$ cat config.mk
export PLATFORM = sky130hd
export DESIGN_NAME = instr_decoder_flat
export DESIGN_NICKNAME = d
export VERILOG_FILES = /design/src/rtl/instr_decoder_if.sv /design/src/rtl/instr_decoder.sv /design/src/flat_wrapper.sv
export SDC_FILE = /design/constraint.sdc
export NUM_CORES = 1
export LEC_CHECK = 0
export CAP_MARGIN = 20
export CORE_MARGIN = 2
export CORE_UTILIZATION = 49
export DETAILED_ROUTE_END_ITERATION = 8
export GPL_TIMING_DRIVEN = 1
export PLACE_DENSITY = 0.85
export SYNTH_ARGS = -nofsm -noshare
export SYNTH_HDL_FRONTEND = slang
export SYNTH_SLANG_ARGS = --single-unit
$ cat constraint.sdc
create_clock -name clk -period 2.7 [get_ports clk]
set_clock_uncertainty 0.1 [all_clocks]
set_input_delay 0.54 -clock clk [delete_from_list [all_inputs] [get_ports clk]]
set_output_delay 0.54 -clock clk [all_outputs]
set_load 0.1 [all_outputs]
$ cat src/rtl/instr_decoder_if.sv
// Decode-stage bus: instruction handshake in, decoded control word out.
// The decoder uses the slave modport; the upstream/downstream driver uses master.
interface instr_decoder_if;
  logic        in_valid;
  logic        in_ready;
  logic [31:0] in_instr;
  logic        out_valid;
  logic        out_ready;
  logic [5:0]  out_opcode;
  logic [4:0]  out_rs;
  logic [4:0]  out_rt;
  logic [4:0]  out_rd;
  logic [4:0]  out_shamt;
  logic [5:0]  out_funct;
  logic [31:0] out_imm;
  logic [25:0] out_jaddr;
  logic        out_rf_we;
  logic        out_sel_alu_b;
  logic        out_dmem_we;
  logic [1:0]  out_sel_wa;
  logic [1:0]  out_sel_result;
  logic [1:0]  out_sel_pc;
  logic [3:0]  out_alu_ctrl;
  logic        out_branch;
  logic        out_illegal;

  modport master (
    output in_valid, in_instr, out_ready,
    input  in_ready, out_valid, out_opcode, out_rs, out_rt, out_rd, out_shamt, out_funct,
           out_imm, out_jaddr, out_rf_we, out_sel_alu_b, out_dmem_we, out_sel_wa,
           out_sel_result, out_sel_pc, out_alu_ctrl, out_branch, out_illegal
  );

  modport slave (
    input  in_valid, in_instr, out_ready,
    output in_ready, out_valid, out_opcode, out_rs, out_rt, out_rd, out_shamt, out_funct,
           out_imm, out_jaddr, out_rf_we, out_sel_alu_b, out_dmem_we, out_sel_wa,
           out_sel_result, out_sel_pc, out_alu_ctrl, out_branch, out_illegal
  );
endinterface

$ cat src/rtl/instr_decoder.sv
// MIPS decode stage with a 2-entry output buffer. Define DECODER_TRAP_EN to stall
// intake on illegal words until trap_clr_i.
module instr_decoder (
  input  logic              clk,
  input  logic              rst_n,
  instr_decoder_if.slave    bus,
  input  logic              trap_clr_i,
  output logic              trap_o
);

  typedef struct packed {
    logic       rf_we;
    logic [1:0] sel_wa;
    logic       sel_alu_b;
    logic       dmem_we;
    logic [1:0] sel_result;
    logic [1:0] sel_pc;
    logic [3:0] alu_ctrl;
    logic       branch;
    logic       illegal;
  } ctrl_t;

  typedef struct packed {
    logic [31:0] instr;
    ctrl_t       ctrl;
  } entry_t;

  typedef enum logic [0:0] {StRun, StTrap} state_e;

  state_e      state_q, state_d;
  entry_t      buf_q [2];
  logic        rd_ptr_q, wr_ptr_q;
  logic [1:0]  cnt_q, cnt_d;
  ctrl_t       dec;
  entry_t      head;
  logic        push, pop;

  always_comb begin
    dec = '0;
    unique case (bus.in_instr[31:26])
      6'h23: begin dec.rf_we = 1'b1; dec.sel_alu_b = 1'b1; end
      6'h2B: begin dec.sel_alu_b = 1'b1; dec.dmem_we = 1'b1; dec.sel_result = 2'b01; end
      6'h08: begin dec.rf_we = 1'b1; dec.sel_alu_b = 1'b1; dec.sel_result = 2'b01; end
      6'h02: begin dec.sel_result = 2'b01; dec.sel_pc = 2'b10; end
      6'h03: begin
        dec.rf_we = 1'b1; dec.sel_wa = 2'b10; dec.sel_result = 2'b10; dec.sel_pc = 2'b10;
      end
      6'h04: begin dec.sel_result = 2'b01; dec.alu_ctrl = 4'd1; dec.branch = 1'b1; end
      6'h00: begin
        dec.rf_we = 1'b1; dec.sel_wa = 2'b01; dec.sel_result = 2'b01;
        unique case (bus.in_instr[5:0])
          6'h20: dec.alu_ctrl = 4'd2;
          6'h22: dec.alu_ctrl = 4'd3;
          6'h24: dec.alu_ctrl = 4'd4;
          6'h25: dec.alu_ctrl = 4'd5;
          6'h2A: dec.alu_ctrl = 4'd6;
          6'h19: dec.alu_ctrl = 4'd7;
          6'h1B: dec.alu_ctrl = 4'd8;
          6'h10: dec.alu_ctrl = 4'd9;
          6'h12: dec.alu_ctrl = 4'd10;
          6'h08: begin dec.rf_we = 1'b0; dec.sel_pc = 2'b11; dec.alu_ctrl = 4'd11; end
          default: begin dec = '0; dec.illegal = 1'b1; end
        endcase
      end
      default: dec.illegal = 1'b1;
    endcase
  end

  assign bus.in_ready = (cnt_q != 2'd2) && (state_q == StRun);
  assign push         = bus.in_valid && bus.in_ready;
  assign pop          = bus.out_ready && (cnt_q != 2'd0);

  always_comb begin
    cnt_d = cnt_q;
    unique case ({push, pop})
      2'b10:   cnt_d = cnt_q + 2'd1;
      2'b01:   cnt_d = cnt_q - 2'd1;
      default: cnt_d = cnt_q;
    endcase
  end

  always_comb begin
    state_d = state_q;
`ifdef DECODER_TRAP_EN
    unique case (state_q)
      StRun:   if (push && dec.illegal) state_d = StTrap;
      StTrap:  if (trap_clr_i) state_d = StRun;
      default: state_d = StRun;
    endcase
`endif
  end

`ifndef DECODER_TRAP_EN
  logic unused_trap_clr;
  assign unused_trap_clr = trap_clr_i;
`endif

  always_ff @(posedge clk or negedge rst_n) begin
    if (!rst_n) begin
      state_q  <= StRun;
      cnt_q    <= 2'd0;
      rd_ptr_q <= 1'b0;
      wr_ptr_q <= 1'b0;
      buf_q[0] <= '0;
      buf_q[1] <= '0;
    end else begin
      state_q <= state_d;
      cnt_q   <= cnt_d;
      if (push) begin
        buf_q[wr_ptr_q] <= '{instr: bus.in_instr, ctrl: dec};
        wr_ptr_q        <= ~wr_ptr_q;
      end
      if (pop) rd_ptr_q <= ~rd_ptr_q;
    end
  end

  // Empty buffer shows an all-zero word so stale entries never leak out.
  assign head = (cnt_q != 2'd0) ? buf_q[rd_ptr_q] : '0;

  assign trap_o             = (state_q == StTrap);
  assign bus.out_valid      = (cnt_q != 2'd0);
  assign bus.out_opcode     = head.instr[31:26];
  assign bus.out_rs         = head.instr[25:21];
  assign bus.out_rt         = head.instr[20:16];
  assign bus.out_rd         = head.instr[15:11];
  assign bus.out_shamt      = head.instr[10:6];
  assign bus.out_funct      = head.instr[5:0];
  assign bus.out_imm        = {{16{head.instr[15]}}, head.instr[15:0]};
  assign bus.out_jaddr      = head.instr[25:0];
  assign bus.out_rf_we      = head.ctrl.rf_we;
  assign bus.out_sel_wa     = head.ctrl.sel_wa;
  assign bus.out_sel_alu_b  = head.ctrl.sel_alu_b;
  assign bus.out_dmem_we    = head.ctrl.dmem_we;
  assign bus.out_sel_result = head.ctrl.sel_result;
  assign bus.out_sel_pc     = head.ctrl.sel_pc;
  assign bus.out_alu_ctrl   = head.ctrl.alu_ctrl;
  assign bus.out_branch     = head.ctrl.branch;
  assign bus.out_illegal    = head.ctrl.illegal;

endmodule

$ cat src/flat_wrapper.sv
// flat-port wrapper written by rule: the top's interface ports become plain ports
module instr_decoder_flat 
  (clk, rst_n, trap_clr_i, trap_o, bus_in_valid, bus_in_instr, bus_out_ready, bus_in_ready, bus_out_valid, bus_out_opcode, bus_out_rs, bus_out_rt, bus_out_rd, bus_out_shamt, bus_out_funct, bus_out_imm, bus_out_jaddr, bus_out_rf_we, bus_out_sel_alu_b, bus_out_dmem_we, bus_out_sel_wa, bus_out_sel_result, bus_out_sel_pc, bus_out_alu_ctrl, bus_out_branch, bus_out_illegal);
  instr_decoder_if bus_i ();
  input  logic clk;
  input  logic rst_n;
  input  logic trap_clr_i;
  output logic trap_o;
  input wire logic [$bits(bus_i.in_valid)-1:0] bus_in_valid;
  input wire logic [$bits(bus_i.in_instr)-1:0] bus_in_instr;
  input wire logic [$bits(bus_i.out_ready)-1:0] bus_out_ready;
  output wire logic [$bits(bus_i.in_ready)-1:0] bus_in_ready;
  output wire logic [$bits(bus_i.out_valid)-1:0] bus_out_valid;
  output wire logic [$bits(bus_i.out_opcode)-1:0] bus_out_opcode;
  output wire logic [$bits(bus_i.out_rs)-1:0] bus_out_rs;
  output wire logic [$bits(bus_i.out_rt)-1:0] bus_out_rt;
  output wire logic [$bits(bus_i.out_rd)-1:0] bus_out_rd;
  output wire logic [$bits(bus_i.out_shamt)-1:0] bus_out_shamt;
  output wire logic [$bits(bus_i.out_funct)-1:0] bus_out_funct;
  output wire logic [$bits(bus_i.out_imm)-1:0] bus_out_imm;
  output wire logic [$bits(bus_i.out_jaddr)-1:0] bus_out_jaddr;
  output wire logic [$bits(bus_i.out_rf_we)-1:0] bus_out_rf_we;
  output wire logic [$bits(bus_i.out_sel_alu_b)-1:0] bus_out_sel_alu_b;
  output wire logic [$bits(bus_i.out_dmem_we)-1:0] bus_out_dmem_we;
  output wire logic [$bits(bus_i.out_sel_wa)-1:0] bus_out_sel_wa;
  output wire logic [$bits(bus_i.out_sel_result)-1:0] bus_out_sel_result;
  output wire logic [$bits(bus_i.out_sel_pc)-1:0] bus_out_sel_pc;
  output wire logic [$bits(bus_i.out_alu_ctrl)-1:0] bus_out_alu_ctrl;
  output wire logic [$bits(bus_i.out_branch)-1:0] bus_out_branch;
  output wire logic [$bits(bus_i.out_illegal)-1:0] bus_out_illegal;
  assign bus_i.in_valid = bus_in_valid;
  assign bus_i.in_instr = bus_in_instr;
  assign bus_i.out_ready = bus_out_ready;
  assign bus_in_ready = bus_i.in_ready;
  assign bus_out_valid = bus_i.out_valid;
  assign bus_out_opcode = bus_i.out_opcode;
  assign bus_out_rs = bus_i.out_rs;
  assign bus_out_rt = bus_i.out_rt;
  assign bus_out_rd = bus_i.out_rd;
  assign bus_out_shamt = bus_i.out_shamt;
  assign bus_out_funct = bus_i.out_funct;
  assign bus_out_imm = bus_i.out_imm;
  assign bus_out_jaddr = bus_i.out_jaddr;
  assign bus_out_rf_we = bus_i.out_rf_we;
  assign bus_out_sel_alu_b = bus_i.out_sel_alu_b;
  assign bus_out_dmem_we = bus_i.out_dmem_we;
  assign bus_out_sel_wa = bus_i.out_sel_wa;
  assign bus_out_sel_result = bus_i.out_sel_result;
  assign bus_out_sel_pc = bus_i.out_sel_pc;
  assign bus_out_alu_ctrl = bus_i.out_alu_ctrl;
  assign bus_out_branch = bus_i.out_branch;
  assign bus_out_illegal = bus_i.out_illegal;
  instr_decoder u_core (.clk(clk), .rst_n(rst_n), .bus(bus_i), .trap_clr_i(trap_clr_i), .trap_o(trap_o));
endmodule
==> out/results.txt, run 1 <==
Global routing finished with a remaining overflow of 0. The run gives 0 as the final count of negative-setup-slack endpoints. The detailed router used layers up to and including met4.

After clock tree synthesis, the clock-pin slew on the worst setup and hold paths is 0.09 ns. Flip-flop and latch count after synthesis: 98. The global-route wire length before repair was 21.8 mm. The total inserted antenna cells is 0. No sink is reached through more buffers than the 2 on the longest clock path. The count of standard-cell rows was 38; the number of filler instances in the final layout was 660.

Of the cells placed in the final design, the portion with a size suffix greater than 1 is 35.9%. The tools report the normalized max-slew margin as 50.7%. Routed wirelength normalized by instance count: 16.7 um.

For the violation count after the first detailed-route iteration, the log shows 193. The logs give 0 ns for the final sum of negative setup slack and 7.21 mm for the met2 wire length. The number of buffers inserted by port buffering works out to 142. In this run the worst path has a maximum fanout of 47.

The average vias per placed instance is 5.39. The width of the die was 109 um; the total clock buffers created by CTS was 9. STA puts the critical path data arrival time at 1.88 ns. Of the synthesized area, sequential elements account for 45.6%. The run gives 145 as the top-level port count. Setup repair after global routing left no endpoint under its margin. The run gives 0 as the initial antenna violation count. The tools report the kind of start point of the critical path as a flop.

By instance count, the cell type seen most on the critical path is buf_12. The worst path needs 2.52 ns of the cycle, external delays included. The mapped netlist covers 5380 um2.

Across all register-to-register paths, the minimum setup slack is 0.54 ns. The number of optimization iterations in the first detailed-route pass was 4. The category of the critical setup timing path was flop to output port. Kind of end point of the critical path: an output port. The die covers 11800 um2. Summed over all layers, the routed wires come to 13.1 mm.

Based on the critical path, the design can be clocked at up to 0.397 GHz. In the global route stage, overall resource usage came out at 23.6%. Once the floorplan was initialized, standard cells occupied 49.8% of the core. At the pin with the least slew margin, the transition time is 0.740 ns. Detailed-route wire length on metal 1: 5.07 mm.

The half-perimeter wire length after placement is 9.60 mm, and the deepest level of the CTS H-tree is 3. For this run, design rule violations remaining after detail routing come to 0. Final core area utilization: 74.8%. The Yosys warning count was 0; the final layout net count was 677. For the worst flop-to-flop path, the logic depth is 7. The worst register-to-register path begins at u_core.cnt_q[0]$_DFFE_PN0P_. The number of nets in the synthesized netlist is 600. The worst register-to-register path ends at u_core.cnt_q[1]$_DFFE_PN0P_.

In this run the worst hold path is classified as input pin to async pin. The cell type group with the largest total delay on the critical path was buffers and inverters. Entering global routing, the biggest net connects 60 pins. The cell type of the slowest stage on the worst timing path was dfrtp_2. Of all cell types, the one taking the most synthesized area is dfrtp_1. Dividing the synthesized area by the synthesized cell count gives 9.57 um2. The finished layout holds 784 standard cells, fillers aside. For this design, the sink count on the clock tree is 98.

The run gives 4457 as the number of global-route vias before repair. In the synthesized netlist the dominant register cell turns out to be dfrtp_1. Together, buffers and inverters on the worst path number 2. After synthesis, the most frequently instantiated cells are nand2_1 (115), dfrtp_1 (98), buf_4 (59), nor2_1 (59), mux2i_1 (51).

Length of routed met3 wiring: 664 um. At the end of routability-driven placement, the weighted congestion stood at 0.865. The share of Yosys cell area claimed by the top area cell type was 45.6%.

Traced cell by cell, the critical path runs through buf_12, mux2i_1, nor2_2, buf_12. The count of final hold-check violations came out at 0. The part of the cycle the worst path needs is 93.4%, and the number of antenna-violating nets in the routed design is 0. The clock tree root driver cell was clkbuf_8.

Measured along the y axis, the die boundary spans 109 um. The number of enable-type register cells in the synthesized netlist is 0. TritonCTS built the clock tree. After clock tree synthesis, the flow added hold-fix buffers numbering 0.

For this run, the slowest stage of the critical path takes 0.41 ns. After synthesis, the share of flip-flops with an asynchronous set or reset is 100%. The logs give 0 for the final number of max-transition violations and 54 for the number of distinct standard cells referenced by the synthesized netlist. After detailed placement, the design holds a cell count of 767. Yosys instantiated no cell more often than nand2_1.

The source-to-sink clock delay at the later pin of the worst-skew pair came out at 0.35 ns. Max-cap violations in this run came to 0. The flow ran to the end, and the final reports show no timing, DRC or antenna violations. Across all layers, the routed design uses 4227 vias.

Yosys attributes the largest share of cell area to dfrtp_1 (46%), mux2i_1 (9.5%), buf_4 (8.2%), nand2_1 (8.0%), mux2_2 (6.9%). The run gives 562 as the post-synthesis cell count. Relative to the synthesized area, the layout overhead comes to 50.2%.

STA puts the critical path data required time at 2.06 ns. Area of the core: 10800 um2.
## worst max path at each step
| stage | from | cells after the start | end |
|---|---|---|---|
| after floorplan | u_core.cnt_q[0]$_DFFE_PN0P_ | 4 | bus_out_illegal |
| after global placement | bus_in_instr[28] | 5 | u_core.buf_q[47]$_DFFE_PN0P_ |
| after detailed placement | bus_in_instr[28] | 5 | u_core.buf_q[3]$_DFFE_PN0P_ |
| after CTS | u_core.rd_ptr_q$_DFFE_PN0P_ | 4 | bus_out_funct[0] |
| after global routing | u_core.rd_ptr_q$_DFFE_PN0P_ | 4 | bus_out_funct[0] |
| final | u_core.rd_ptr_q$_DFFE_PN0P_ | 4 | bus_out_funct[0] |
## area by class of cell
| cell class | instances | area, um2 | area share, % |
|---|---|---|---|
| multi-input cells | 361 | 2500 | 30.9 |
| well taps | 140 | 175 | 2.17 |
| repair buffers | 164 | 2710 | 33.5 |
| inverters | 5 | 18.8 | 0.232 |
| clock buffers | 10 | 138 | 1.70 |
| flip-flops and latches | 98 | 2450 | 30.4 |
| clock inverters | 6 | 88.8 | 1.10 |
## worst register-to-register path, cell delays in order (launching register included)
cell and delay [ns]:
dfrtp_1 0.46, nor2_4 0.19, buf_12 0.35, inv_1 0.12, and2_1 0.22, ha_1 0.33
nor2_1 0.15, xor2_1 0.16
## routing by layer
layer | track usage (%) | up-vias
met5 | 0 | -
met2 | 43.3 | 144
li1 | - | 1968
met1 | 28.4 | 2103
met4 | 7.51 | 0
met3 | 3.41 | 12
## logic make-up (layout without fill, tap and decap cells)
kind of cell	Yosys count	in the layout	share of synthesized area [%]
buffers and inverters	103	185	11.9
AOI/OAI and AO/OA	52	52	6.52
xor gates and xnor gates	7	7	1.14
other	1	1	0.0697
muxes	84	84	16.4
adders and majority gates	1	1	0.233
DFF	98	98	45.6
and+or+nand+nor	216	216	18.1
## timing repair
action / in CTS / in global routing
setup buffers: 1 / 0
setup endpoints to repair: 19 / 0
gates resized for setup: 0 / 0
## registers in the layout, summed over array words and instances (netlist names)
signal	count
u_core.cnt_q	2
u_core.rd_ptr_q	1
u_core.wr_ptr_q	1
u_core.buf_q	94
## placed cells by master (no fill, tap or decap), types with 4 or more instances in the layout
cell type        instances
a21o_1                   4
a21oi_1                  6
buf_12                 111
buf_4                   19
clkbuf_8                10
clkdlybuf4s50_1         34
dfrtp_1                 97
inv_1                    5
mux2_2                  33
mux2i_1                 51
nand2_1                115
nor2_1                  20
nor2_2                  17
nor2_4                  22
nor3_1                   5
o21ai_0                 20
o31ai_1                  7
xnor2_1                  5
## metrics by stage
step / setup WS (ns) / instance area (um2) / hold slack, ns
detailed placement: 0.0343 / 7830 / 0.362
finish: 0.179 / 8080 / 0.136
floorplan: -0.283 / 5580 / 0.144
CTS: 0.155 / 8080 / 0.165
global placement: 0.141 / 7830 / 0.357
global route: 0.0686 / 8080 / 0.201
Power of run 1 is left out: the tool's default activity adds up to more than one toggle a clock period on the data nets, which glitch-free logic cannot reach.
==> run 2: changes to the inputs <==
GPL_TIMING_DRIVEN = 0   (was 1)
==> run 2 against run 1 <==
  * Core utilization down 7.9 points
  * Critical path depth grew 3
  * First-iteration DRC count grew 43%
  * Sequential cell count unchanged
  * Critical endpoint is now bus_out_rs[2]
  * Highest routed layer unchanged
==> out/results.txt, run 2 (synthesis results as in run 1) <==
The flow ran to the end, and the final reports show no timing, DRC or antenna violations. The total global routing track utilization came out at 23.2% (-0.43 points). The number of maximum-capacitance constraint violations is 0 (unchanged), and the total inserted antenna cells is 0 (unchanged). The tools report the sequential standard cell area as 2450 um2 (unchanged).

The path type of the worst min-delay path is input pin to async pin. The number of optimization iterations in the first detailed-route pass came out at 4 (unchanged). The tools report the post-detailed-route DRC marker count as 0 (unchanged). The count of hold-fix buffers inserted at cts came out at 0 (unchanged). TritonCTS built the clock tree.

The logs give 2500 um2 (about the same) for the area of combinational cells with multiple inputs and 2.06 ns (about the same) for the critical path required time. The relative area change from synthesis to final layout is 34.4%, and the final non-filler cell area is 7230 um2 (-11%). For the violation count after the first detailed-route iteration, the log shows 276 (+43%). The run gives 9 (unchanged) as the total clock buffers created by CTS. The run gives 754 (+11%) as the final layout net count.

The number of clock sinks came out at 98 (unchanged). The pin count of the biggest net entering global routing is 52 (-13%), and the final critical delay including setup and external delays is 2.67 ns (+0.153 ns). The final core area utilization is 67.0% (-7.9 points), and the proportion of layout cells with a drive suffix above 1 is 41.1% (+5.2 points). Number of buffers inserted by port buffering: 138 (-2.8%).

Category of the critical setup timing path: flop to output port. The area of the core is 10800 um2 (unchanged), and the data arrival time at the worst-slack endpoint is 2.03 ns (+0.15 ns). The placed standard-cell area came out at 7160 um2 (-8.6%). Maximum fanout count along the critical path: 10 (-79%). Kind of start point of the critical path: a flop.

For the source-to-sink clock delay at the later pin of the worst-skew pair, the log shows 0.36 ns (about the same). The flip-flop count of the largest register after layout is 94 (unchanged), and the effective utilization at floorplan is 49.8% (unchanged). The clock-pin transition on the worst setup and hold timing paths came out at 0.09 ns (about the same).

The initial antenna violation count was 0 (unchanged). The run gives 38 (unchanged) as the count of standard-cell rows. The number of global-route vias before repair is 4265 (-4.3%).

Setup repair after global routing could not meet its margin everywhere. The die span in y is 109 um (unchanged). The routed wirelength normalized by instance count was 15.5 um (-7.2%). The count of final hold-check violations came out at 0 (unchanged). The average vias per placed instance is 5.17 (-4.0%), and the width of the die is 109 um (unchanged). The full die area was 11800 um2 (unchanged); the fmax was 0.374 GHz (-5.7%).

The tools report the clock tree root driver cell as clkbuf_8. The largest registers in the layout are u_core.buf_q: 94 flops, u_core.cnt_q: 2 flops. STA classifies the critical path endpoint as an output port.

For the final sum of negative setup slack, the log shows 0 ns (unchanged). The register containing the most flip-flops in the final layout was u_core.buf_q. The run gives 13.4 mm (+1.9%) as the post-detailed-routing wire length. In the layout the commonest cells are nand2_1 (115), dfrtp_1 (97), buf_4 (69). The weighted congestion at the end of routability-driven global placement came out at 0.869 (+0.49%).

The worst-case clock buffer depth was 2 (unchanged); the transition time at the pin with the least slew margin was 0.947 ns (+0.207 ns). The library cell used most frequently in the layout, excluding fill and tap cells, is nand2_1. The logs give 3 (unchanged) for the deepest level of the CTS H-tree and 37.1% (-14 points) for the normalized max-slew margin.

The final count of negative-setup-slack endpoints was 0 (unchanged). Number of filler instances in the final layout: 862 (+31%). The number of antenna-violating nets in the routed design is 0 (unchanged). The half-perimeter wire length after placement is 9.64 mm (+0.45%). The tools report the top-level port count as 145 (unchanged). The part of the cycle the worst path needs was 99.0% (+5.7 points); the detailed-route via count was 4455 (+5.4%). The final number of max-transition violations is 0 (unchanged). The run gives 0 (unchanged) as the final global-route overflow total.

The global-route wire length before repair came out at 21.2 mm (-3.1%).
==> run 2: through the flow <==
step	setup WS [ns]	cells	hold slack (ns)
3_3_place_gp	-2.40	840	0.357
5_1_grt	-0.0905	861	0.116
3_5_place_dp	-1.05	841	0.362
2_1_floorplan	-0.283	562	0.144
6_report	0.0258	861	0.0918
4_1_cts	0.00346	861	0.0998
==> run 2: final timing paths <==
path | from | end | slack, ns | cells past startpoint
max in group asynchronous | rst_n | u_core.buf_q[84]$_DFFE_PN0P_ | 1.75 | 2
worst max register to register | u_core.cnt_q[0]$_DFFE_PN0P_ | u_core.buf_q[93]$_DFFE_PN0P_ | 0.51 | 7
worst max-delay path | u_core.rd_ptr_q$_DFFE_PN0P_ | bus_out_rs[2] | 0.03 | 7
min in group clk | bus_in_instr[28] | u_core.buf_q[90]$_DFFE_PN0P_ | 0.30 | 3
worst min-delay path | rst_n | u_core.buf_q[64]$_DFFE_PN0P_ | 0.09 | 1
worst min register to register | u_core.buf_q[84]$_DFFE_PN0P_ | u_core.buf_q[84]$_DFFE_PN0P_ | 0.38 | 2
==> run 2: worst max-delay path: stages (launching register included) <==
cell	delay (ns)
dfrtp_1	0.34
clkbuf_1	0.13
buf_4	0.25
buf_6	0.22
mux2i_2	0.29
nor2_4	0.04
buf_4	0.12
buf_2	0.28
==> run 2: what timing repair did <==
action / 4_1_cts / 5_1_grt
setup buffers: 4 / 0
gates resized for setup: 498 / 102
pin swaps: 1 / 1
endpoints found under the setup margin: 107 / 78
==> run 2: final cells by class <==
type / count / area share, %
clock buffer: 12 / 2.28
tap: 140 / 2.42
sequential: 98 / 33.9
timing repair buffer: 143 / 16.8
inverter: 5 / 0.260
clock inverter: 4 / 0.346
buffer: 98 / 9.36
multi-input combinational: 361 / 34.6
==> run 2: routing by layer <==
| metal | GRT usage, % | part of all wire (%) | vias to the layer above |
|---|---|---|---|
| met5 | 0 | 0 | - |
| met4 | 6.14 | 0.81 | 0 |
| met3 | 4.72 | 5.8 | 7 |
| met2 | 39.0 | 50 | 147 |
| met1 | 30.6 | 43 | 2174 |
| li1 | - | - | 2127 |
Power of run 2 is left out for the same reason.
==> run 3: changes to the inputs <==
CORE_UTILIZATION = 53   (was 49)
PLACE_DENSITY = 0.91   (was 0.85)
clock period = 3.3 ns   (was 2.7 ns; I/O delays follow)
==> run 3 against run 2 <==
  * Via count grew 2.2%
  * Global-route usage is 2.1 points higher
  * Sequential share of layout area is essentially flat
  * Worst hold slack improved by 0.045 ns
  * Final area hardly changed
  * Routed wire length grew 2.3%
  * Die area fell by 7.3%
  * Setup slack better by 0.11 ns
  * Count of clock-buffer cells in the layout shrank 2
  * Final cell count is 1.3% lower
  * First-iteration DRC count fell by 2.2%
==> out/results.txt, run 3 (synthesis results as in run 1) <==
The flow ran to the end, and the final reports show no timing, DRC or antenna violations. The tools report the number of clock sinks as 98 (unchanged). The proportion of layout cells with a drive suffix above 1 is 35.0% (-6.0 points), and the source-to-sink clock delay at the later pin of the worst-skew pair is 0.37 ns (about the same). The routed wirelength normalized by instance count came out at 16.1 um (+3.6%). The width of the die was 105 um (-3.7%); the deepest level of the CTS H-tree was 3 (unchanged). The worst-case clock buffer depth came out at 2 (unchanged). The leading cell type in the layout, fill and taps excluded is nand2_1.

The run gives 0 (unchanged) as the final global-route overflow total. The relative area change from synthesis to final layout is 34.3% (about the same). The clock-pin transition on the worst setup and hold timing paths was 0.10 ns (about the same). Setup repair after global routing left no endpoint under its margin.

The largest registers in the layout are u_core.buf_q: 94 flops, u_core.cnt_q: 2 flops. The critical path required time was 2.54 ns (+0.48 ns). The data arrival time at the worst-slack endpoint was 2.41 ns (+0.38 ns); the number of filler instances in the final layout was 710 (-18%). The number of antenna-violating nets in the routed design was 0 (unchanged); the post-detailed-routing wire length was 13.7 mm (+2.3%). The area of combinational cells with multiple inputs is 2360 um2 (-5.8%), and the global-route met2 utilization is 44.0% (+5.0 points). Worst hold slack: 0.136 ns (+0.0447 ns). The tools report the weighted congestion at the end of routability-driven global placement as 0.869 (about the same). The total clock buffers created by CTS was 9 (unchanged); the area of the core was 9820 um2 (-9.0%).

The run gives 0 (unchanged) as the count of hold-fix buffers inserted at cts. The run gives 0.132 ns (+0.106 ns) as the worst setup slack after layout. Register containing the most flip-flops in the final layout: u_core.buf_q. The number of buffers inserted by port buffering was 138 (unchanged); the transition time at the pin with the least slew margin was 1.00 ns (+0.0573 ns). The top cell types in the final layout, fill and taps aside, are nand2_1 (115), dfrtp_1 (98), clkdlybuf4s15_2 (64). Minimum setup slack after placement: -0.616 ns (+0.434 ns).

The full die area was 11000 um2 (-7.3%). The tools report the met3 capacity usage during global routing as 4.93% (+0.21 points). The logs give 0 (unchanged) for the number of maximum-capacitance constraint violations and 0 (unchanged) for the total inserted antenna cells. Layer with the highest usage after global routing: met2. The tools report the normalized max-slew margin as 32.8% (-4.3 points). STA classifies the critical path endpoint as an output port. The top-level port count was 145 (unchanged); the final critical delay including setup and external delays was 3.17 ns.

The half-perimeter wire length after placement came out at 9.87 mm (+2.3%). The violation count after the first detailed-route iteration was 270 (-2.2%). For this run, the top clock speed supported by timing is 0.316 GHz. The detailed-route via count is 4555 (+2.2%), and the global-route wire length before repair is 22.5 mm (+6.3%).

The maximum fanout count along the critical path is 10 (unchanged). The number of optimization iterations in the first detailed-route pass is 4 (unchanged), and the initial antenna violation count is 0 (unchanged). The final count of negative-setup-slack endpoints is 0 (unchanged), and the routing usage on met1 is 32.0% (+1.4 points). The clock tree root driver cell is clkbuf_8. For the count of standard-cell rows, the log shows 36 (-5.3%). Post-detailed-route DRC marker count: 0 (unchanged). The tools report the total global routing track utilization as 25.2% (+2.1 points). For the sequential standard cell area, the log shows 2450 um2 (about the same).

The flip-flop count of the largest register after layout is 94 (unchanged), and the final number of max-transition violations is 0 (unchanged). The final sum of negative setup slack was 0 ns (unchanged); the part of the cycle the worst path needs was 96.0%. The worst setup path is of the flop to output port kind. The run gives 54.8% (+4.9 points) as the effective utilization at floorplan. The min-delay analysis places its worst path in the category input pin to async pin. The pin count of the biggest net entering global routing is 62 (+19%). TritonCTS built the clock tree. The average vias per placed instance was 5.36 (+3.6%); the count of final hold-check violations was 0 (unchanged). The worst setup path is launched from a flop. The tools report the number of global-route vias before repair as 4620 (+8.3%). The run gives 752 (-0.27%) as the final layout net count.

The die span in y works out to 105 um (-3.7%).
[run 3: cell count changes in the layout (fill, tap and decap cells not counted), moves of 6 or more]
cell and delta:
clkdlybuf4s15_2 +51, clkbuf_4 -31, buf_2 -27, nor2_4 -20, dlygate4sd2_1 +19, nor2_1 +13
buf_8 -9, buf_6 -7, nor2_2 +7, buf_4 -6, clkbuf_2 +6
[run 3: layer usage]
metal | vias to the layer above | routed length [um]
li1 | 2114 | -
met1 | 2247 | 5570
met2 | 176 | 7070
met3 | 18 | 838
met4 | 0 | 180
met5 | - | 0
[run 3: per-stage QoR]
stage | std cells | instance area, um2 | util, %
detailed placement | 834 | 7020 | 71.5
floorplan | 562 | 5450 | -
CTS | 850 | 7280 | 74.1
global route | 850 | 7220 | 73.6
finish | 850 | 7220 | 73.6
global placement | 833 | 7000 | 71.2
[run 3: worst paths after layout]
kind                                         startpoint  cells after the start                            to  slack [ns]
max                         u_core.cnt_q[0]$_DFFE_PN0P_                      7               bus_out_imm[31]        0.13
min                                               rst_n                      1  u_core.buf_q[75]$_DFFE_PN0P_        0.14
max reg2reg                 u_core.cnt_q[0]$_DFFE_PN0P_                      7  u_core.buf_q[74]$_DFFE_PN0P_        1.16
min reg2reg                u_core.buf_q[69]$_DFFE_PN0P_                      2  u_core.buf_q[69]$_DFFE_PN0P_        0.38
max in group asynchronous                         rst_n                      2  u_core.buf_q[53]$_DFFE_PN0P_        2.29
min in group clk           u_core.buf_q[69]$_DFFE_PN0P_                      2  u_core.buf_q[69]$_DFFE_PN0P_        0.38
[run 3: what timing repair did]
item / in CTS / in global routing
endpoints found under the setup margin: 105 / 47
hold endpoints to repair: 0 / 0
pin swaps: 1 / 0
gates resized for setup: 283 / 33
setup buffers: 2 / 0
[run 3: final cells by class]
class                   instances  area share, %
plain buffers                  98           8.78
clock buffers                  10           1.91
clock inverters                 4           1.06
inverters                       5          0.260
multi-input cells             361           32.6
flip-flops and latches         98           34.0
well taps                     133           2.30
repair buffers                141           19.1
[run 3: worst max-delay path, stage by stage, from the launching register on]
cell             delay, ns
dfrtp_1               0.43
nor2_1                0.17
buf_2                 0.31
clkbuf_4              0.33
nor2_4                0.05
buf_4                 0.17
buf_4                 0.13
clkdlybuf4s15_2       0.45
Power of run 3 is left out for the same reason.
